`config.mk`:
```
export PLATFORM = sky130hd
export DESIGN_NAME = run_monitor
export DESIGN_NICKNAME = d
export VERILOG_FILES = /design/src/rtl/run_monitor.sv
export SDC_FILE = /design/constraint.sdc
export NUM_CORES = 1
export LEC_CHECK = 0
export ABC_CLOCK_PERIOD_IN_PS = 2100
export CORE_ASPECT_RATIO = 1.5
export CORE_MARGIN = 2
export CORE_UTILIZATION = 40
export DETAILED_ROUTE_END_ITERATION = 8
export GPL_ROUTABILITY_DRIVEN = 0
export GPL_TIMING_DRIVEN = 0
export MAX_ROUTING_LAYER = met4
export PLACE_DENSITY = 0.66
export REMOVE_ABC_BUFFERS = 1
export SLEW_MARGIN = 30
export SYNTH_ARGS = -nofsm -noshare
export SYNTH_HDL_FRONTEND = slang
export SYNTH_SLANG_ARGS = --single-unit
export TNS_END_PERCENT = 10
```
`constraint.sdc`:
```
create_clock -name clk -period 2.1 [get_ports clk]
set_input_delay 0.21 -clock clk [delete_from_list [all_inputs] [get_ports clk]]
set_output_delay 0.21 -clock clk [all_outputs]
set_load 0.02 [all_outputs]
```
`src/rtl/run_monitor.sv`:
```
// run_monitor: run-control and halt/watchdog monitor for the 8-bit machine.
// Gates the CPU clock enable, counts run cycles, and detects a CPU halt or a
// watchdog expiry. At the terminating cycle it snapshots the register file,
// which can then be read back one register at a time through snap_sel/snap_data.
module run_monitor #(
  parameter  int DATA_W         = 8,
  parameter  int NUM_REGS       = 8,
  parameter  int TIMEOUT_CYCLES = 10000,
  localparam int SEL_W          = (NUM_REGS > 1) ? $clog2(NUM_REGS) : 1,
  localparam int CNT_W          = $clog2(TIMEOUT_CYCLES + 1)
) (
  input  logic                       clk,
  input  logic                       reset,
  input  logic                       start,
  input  logic                       clear,
  input  logic                       halted,
  input  logic [NUM_REGS*DATA_W-1:0] regs_flat,
  input  logic [SEL_W-1:0]           snap_sel,
  output logic [DATA_W-1:0]          snap_data,
  output logic                       cpu_run,
  output logic                       done,
  output logic                       timed_out,
  output logic [CNT_W-1:0]           cycle_count
);

  typedef enum logic [1:0] {
    IDLE    = 2'd0,
    RUN     = 2'd1,
    HALTED  = 2'd2,
    TIMEOUT = 2'd3
  } state_t;

  localparam logic [CNT_W-1:0] LAST_COUNT = CNT_W'(TIMEOUT_CYCLES - 1);
  localparam logic [CNT_W-1:0] MAX_COUNT  = CNT_W'(TIMEOUT_CYCLES);
  localparam logic [CNT_W-1:0] ONE        = CNT_W'(1);

  state_t              state;
  logic [DATA_W-1:0]   snapshot [NUM_REGS];
  logic                capture;

  // A run ends on the edge where the CPU reports halt or the count reaches its last value
  assign capture = (state == RUN) && (halted || (cycle_count == LAST_COUNT));

  // Status outputs come straight from the registered state, so reset clears them at once
  assign cpu_run   = (state == RUN);
  assign done      = (state == HALTED) || (state == TIMEOUT);
  assign timed_out = (state == TIMEOUT);

  // Run-control FSM and cycle counter; halt takes priority over the watchdog
  always_ff @(posedge clk or negedge reset) begin
    if (!reset) begin
      state       <= IDLE;
      cycle_count <= '0;
    end else begin
      case (state)
        IDLE: begin
          if (start) begin
            state       <= RUN;
            cycle_count <= '0;
          end
        end
        RUN: begin
          if (halted) begin
            state <= HALTED;
          end else if (cycle_count == LAST_COUNT) begin
            state       <= TIMEOUT;
            cycle_count <= MAX_COUNT;
          end else begin
            cycle_count <= cycle_count + ONE;
          end
        end
        HALTED, TIMEOUT: begin
          if (clear) begin
            state <= IDLE;
          end
        end
        default: state <= IDLE;
      endcase
    end
  end

  // Register-file snapshot taken only on the terminating edge, held until the next one
  always_ff @(posedge clk or negedge reset) begin
    if (!reset) begin
      for (int i = 0; i < NUM_REGS; i++) begin
        snapshot[i] <= '0;
      end
    end else if (capture) begin
      for (int i = 0; i < NUM_REGS; i++) begin
        snapshot[i] <= regs_flat[i*DATA_W +: DATA_W];
      end
    end
  end

  // Readback port with one cycle of latency; out-of-range selects read as zero
  always_ff @(posedge clk or negedge reset) begin
    if (!reset) begin
      snap_data <= '0;
    end else if (int'(snap_sel) < NUM_REGS) begin
      snap_data <= snapshot[snap_sel];
    end else begin
      snap_data <= '0;
    end
  end

endmodule

```
==> summary.log <==
INFO  outcome        outcome=finished, violations left
INFO  outcome        failed_checks=negative setup slack
INFO  sta            holdWs=296ps
INFO  global_routing pin_count_of_the_biggest_net_entering_global_routing=67
INFO  worst_setup_path timing.critical_path.cells=or4_4 -> nor4_4 -> o21ai_4 -> clkbuf_16 -> buf_16 -> clkbuf_16 -> mux2_4
INFO  place          port_buffers=96
INFO  sta            final.setup.worst_slack=-262ps
INFO  worst_setup_path cpMaxStageDelayCell=sky130_fd_sc_hd__or4_4
INFO  drt            detailroute.via_count=2835
INFO  worst_setup_path r2r-start=cycle_count[6]
INFO  drt            routedWlPerCell=17.2um
INFO  pwr            total_power=7.57mW
INFO  worst_setup_path crit_path_max_incr_delay=560ps
INFO  global_routing global_route_wire_length_before_repair=14600um
INFO  worst_setup_path cp_data_arrival_time=2580ps
INFO  drt            drtPass1Iterations=4
INFO  drt            final_antenna_net_count=0
INFO  worst_setup_path startpoint_type=flop
INFO  pwr            switching_share=27.3%
INFO  sta            maxSlewViolCount=0
INFO  global_routing number_of_antenna_violations_at_the_first_check_in_global_routing=0
INFO  synthesis      synth.distinct_cells=40
INFO  clocking       cts.path.max_buffers=2
INFO  place          place.detailed.instances=507
INFO  synthesis      ys_seq_elements=88
INFO  sta            achievable-frequency=423MHz
INFO  clocking       ctsRootBufferMaster=sky130_fd_sc_hd__clkbuf_16
INFO  clocking       cts_tree=yes
INFO  worst_setup_path cp_data_required_time=2320ps
INFO  worst_setup_path crit_path_start=cycle_count[6]
INFO  synthesis      synthesis.area_per_instance=15.1um^2
INFO  worst_setup_path critPathCaptureType=flop
INFO  sta            finalHoldViolCount=0
INFO  floorplanning  coreArea=10400um^2
INFO  synthesis      warnings_synthesis=0
INFO  clocking       cts_num_sinks=88
INFO  sta            setup_viols_final=73
INFO  finish         stdcell_count=544
INFO  pwr            cell_internal_pwr=5.50mW
INFO  finish         nNetsFinal=469
INFO  floorplanning  top_level_ports=97
INFO  pwr            power_frac_seq=38.2%
INFO  clocking       clk_transition_reported_paths=60ps
INFO  pwr            vdd_ir_drop_max=0.628mV
INFO  sta            post-route-period-util=112%
INFO  hold_path      hp-class=in2async
INFO  global_routing grt-ovfl-total=0
INFO  drt            drt_drc_violations_left=0
INFO  clocking       worst_skew_pair.late_latency=330ps
INFO  pwr            power-per-cell-area=1270nW/um^2
INFO  floorplanning  row_count=46
INFO  sta            timing.slew.headroom=39.6%
INFO  finish         antenna_cells=0
INFO  place          detailedPlace.worstSlack=-758ps
INFO  floorplanning  floorplan.die_area=11400um^2
INFO  pwr            switching_power=2.07mW
INFO  finish         post_route_cells_drive_above_1_share=35.0%
INFO  synthesis      synth_cells=280
INFO  worst_setup_path crit_fanout=5
INFO  synthesis      ys_async_sr_fraction=100%
INFO  sta            unrepaired_setup_endpoints_after_global_routing=true
INFO  floorplanning  chipHeight=130um
INFO  floorplanning  starting_utilization_of_the_core_area=40.6%
INFO  worst_setup_path crit_top_cell=sky130_fd_sc_hd__clkbuf_16
INFO  drt            initialDrtViolationCount=82
INFO  floorplanning  die_outline_width=87.9um
INFO  sta            clock_period_minus_final_worst_setup_slack=2360ps
INFO  synthesis      synth.cell_area=4230um^2
INFO  clocking       cts_buffers=9
INFO  finish         area_growth_synth_to_finish=41.6%
INFO  pwr            power.combinational.fraction=39.4%
INFO  place          post-dp-hpwl=6320um
INFO  sta            fin_skew=6.85ps
INFO  global_routing first_global_vias=2965
INFO  worst_setup_path criticalPathCategory=reg2reg
INFO  drt            drt-total-wl=9340um
INFO  pwr            p_clk_share=22.4%
INFO  sta            tightestPinTransition=903ps
INFO  pwr            leakage=2.65nW
INFO  synthesis      synth_edf_count=0
INFO  global_routing grt_use_total=17.5%
INFO  synthesis      dominant_synthesized_flop_cell=sky130_fd_sc_hd__dfrtp_1
INFO  drt            vias_per_cell=5.21
INFO  clocking       cts.htree.levels=3
INFO  finish         fillerInstances=879
INFO  synthesis      seq_area_frac_synth=52.1%
INFO  flow_run       maxCapViolCount=0
[placed cells by master, fill, tap and decap left out, types with 9 or more instances in the layout]
master	n
sky130_fd_sc_hd__clkdlybuf4s50_1	93
sky130_fd_sc_hd__dfrtp_1	85
sky130_fd_sc_hd__mux2_4	49
sky130_fd_sc_hd__mux2_2	23
sky130_fd_sc_hd__mux4_2	16
sky130_fd_sc_hd__buf_4	14
sky130_fd_sc_hd__clkbuf_16	11
sky130_fd_sc_hd__nand3_1	9
[worst max-delay path: cells and delay by family (launching register included)]
kind	cells	cell delay, ps
AND/OR/NAND/NOR	2	950
buffers and inverters	3	470
flip-flops	1	420
multiplexers	1	290
AO/OA/AOI/OAI	1	100
[metrics by stage]
stage	cell area, um^2	TNS, ps	utilization, %
finish	5980	-12550	57.4
global route	5980	-15950	57.4
CTS	5910	-12170	56.7
detailed placement	5390	-34450	51.8
global placement	5250	-375640	50.4
floorplan	4110	-119040	-
[synthesized netlist by cell type (all sizes together) (4+ instances only)]
cell	n	area (um^2)
a31oi	7	43.8
mux2	72	995
buf	10	86.3
dfrtp	88	2200
inv	5	18.8
nand3	9	45.0
a21oi	5	25.0
clkbuf	8	30.0
nand2b	4	25.0
nor2	5	18.8
nand2	7	26.3
mux4	16	360
o21ai	8	43.8
[state kept, by name, indices dropped and copies added, names as in the netlist]
signal and flops:
snapshot 64, state 2, snap_data 8, cycle_count 14
[worst paths after layout]
path	end	slack, ps	cells after the start
max in group asynchronous	snapshot[2]	1200	3
min	snap_data[3]	300	2
min reg2reg	snapshot[45]	500	1
min in group clk	snapshot[50]	490	2
max reg2reg	snapshot[33]	-260	7
max	snapshot[33]	-260	7
[what timing repair did]
action,CTS,global route
cloned,3,1
setup buffers,9,7
endpoints found under the setup margin,75,74
resized for setup,10,4
hold endpoints to repair,22,0
pin swaps,3,2
hold buffers,1,0
[per-layer routing]
layer / part of all wire, % / GRT usage, % / vias up
met4: 2.1 / 6.15 / 0
met5: 0 / - / -
met2: 51 / 28.6 / 106
li1: - / - / 1283
met3: 4.9 / 3.29 / 20
met1: 42 / 21.6 / 1426
[power by group through the flow]
stage	Sequential [mW]	Clock (mW)	Combinational (mW)
after floorplan	2.91	0	1.89
after global placement	2.87	0	2.68
after detailed placement	2.91	0	2.78
after CTS	2.89	1.74	2.97
after global routing	2.99	1.83	3.17
final	2.89	1.70	2.98
[logic make-up (layout without fill, tap and decap cells)]
group	count (synthesis)	in the layout	synth area share, %
AND/OR/NAND/NOR	43	43	6.24
adder cells (fa/ha/maj)	2	2	0.592
AO/OA/AOI/OAI	36	36	5.83
multiplexers	88	88	32.1
buffers and inverters	23	143	3.20
flip-flops	88	88	52.1
[layout make-up]
class	instances	area (um^2)	share of cell area (%)
Clock buffer	10	239	3.99
Clock inverter	6	82.6	1.38
Inverter	5	18.8	0.314
Multi-Input combinational cell	169	1900	31.8
Sequential cell	88	2210	36.9
Tap cell	144	180	3.01
Timing Repair Buffer	122	1350	22.6
Note: power is estimated with default switching activity, not from simulation.
==> edit, RTL diff (same flow settings) <==
Set the parameter `TIMEOUT_CYCLES` to 5000 (it was 10000).
--- a/src/rtl/run_monitor.sv
+++ b/src/rtl/run_monitor.sv
@@ -5,7 +5,7 @@
 module run_monitor #(
   parameter  int DATA_W         = 8,
   parameter  int NUM_REGS       = 8,
-  parameter  int TIMEOUT_CYCLES = 10000,
+  parameter  int TIMEOUT_CYCLES = 5000,
   localparam int SEL_W          = (NUM_REGS > 1) ? $clog2(NUM_REGS) : 1,
   localparam int CNT_W          = $clog2(TIMEOUT_CYCLES + 1)
 ) (
Ports: changed (resized cycle_count); port bits go from 97 to 96. The function was not compared with the original's and may differ.
==> edit against the original RTL <==
Total power decreased by 7.5%; via count decreased by 7.3%; setup slack gained 0.35 ns; hold slack better by 0.068 ns; area after synthesis barely moved; final area is 6.4% lower; sequential cell count shrank 1; routed wire length down 2.2%; synthesized cell count fell by 2.1%; combinational power is 9.4% lower; die area hardly changed.
==> edit: results (changes against the original RTL) <==
status=finished, final reports clean (was complete, but fails checks); Initial DRC Count=105 (was 82); Adder-Cell Fraction of Synth Area=0.00296 (was 0.00592); Max stage delay on crit path=0.40 ns (was 0.56 ns); port buffer count=95 (was 96); multiplexer share of the synthesized area=0.320 (was 0.321); GRT Total Usage=0.176 (was 0.175); post-synthesis sequential area ratio=0.515 (was 0.521); pre-CTS WS=-0.504 ns (was -0.758 ns); library cells used by synthesis=43 (was 40); Filler cells=884 (was 879); leakage power=2.31 nW (was 2.65 nW); Placed Cells=500 (was 507); CTS resizes=4 (was 10); VDD IR-drop max=618 uV (was 628 uV); Via density=5.08 (was 5.21); clk_skew=0.00348 ns (was 0.00685 ns); slowest stage cell, crit path=dfrtp_1 (was or4_4); fin nets=443 (was 469); critical path data arrival time=2.22 ns (was 2.58 ns); fin cells=518 (was 544); first-pass GRT wire length=14.8 mm (was 14.6 mm); switching pwr=1.98 mW (was 2.07 mW); Worst-Margin Slew=0.949 ns (was 0.903 ns); largest net degree at the start of global routing=46 (was 67); Post-Place Cell Area=0.00529 mm2 (was 0.00539 mm2); placed wire-length estimate=6.31 mm (was 6.32 mm); Synth area leaders=dfrtp_1, mux2_4, mux4_2 (unchanged)
edit: area by class of cell:
| class | count | share of cell area |
|---|---|---|
| multi-input cells | 164 | 0.331 |
| repair buffers | 103 | 0.197 |
| clock inverters | 4 | 0.00402 |
| inverters | 5 | 0.00380 |
| well taps | 144 | 0.0322 |
| flip-flops and latches | 87 | 0.389 |
| clock buffers | 11 | 0.0433 |
edit: power by group through the flow:
stage,Clock (mW),Combinational [mW],Sequential (mW)
final,1.46,2.70,2.85
after global routing,1.56,2.89,2.95
after CTS,1.49,2.75,2.86
after detailed placement,0,2.68,2.87
after global placement,0,2.58,2.84
after floorplan,0,1.79,2.88
edit: path summary, 6_finish.rpt:
kind	startpoint	to	slack, ns	cells past startpoint
hold / removal	reset	cycle_count[9]	0.36	2
max in group asynchronous	reset	cycle_count[10]	1.17	3
hold reg to reg	snapshot[54]	snapshot[54]	0.48	1
setup / recovery	cycle_count[0]	snapshot[52]	0.09	8
setup reg to reg	cycle_count[0]	snapshot[52]	0.09	8
min in group clk	regs_flat[0]	snapshot[56]	0.48	2
edit: critical path: cells and delay by family (launching register included):
family,cells,cell delay [ns]
AOI/OAI and AO/OA,1,0.13
and+or+nand+nor,2,0.32
muxes,1,0.34
DFF,1,0.40
buffers and inverters,3,0.47
adders and majority gates,1,0.21
edit: per-layer routing:
layer / vias to the layer above / global-route usage / part of all wire / wire length, um
li1: 1207 / - / - / -
met1: 1345 / 0.214 / 0.42 / 3820
met2: 70 / 0.286 / 0.53 / 4820
met3: 7 / 0.0342 / 0.040 / 369
met4: 0 / 0.0706 / 0.013 / 119
met5: - / - / 0 / 0
edit: cell families after synthesis:
kind of cell | after synthesis
AO/OA/AOI/OAI | 31
adder cells (fa/ha/maj) | 1
buffers and inverters | 23
flip-flops | 87
multiplexers | 88
AND/OR/NAND/NOR | 44
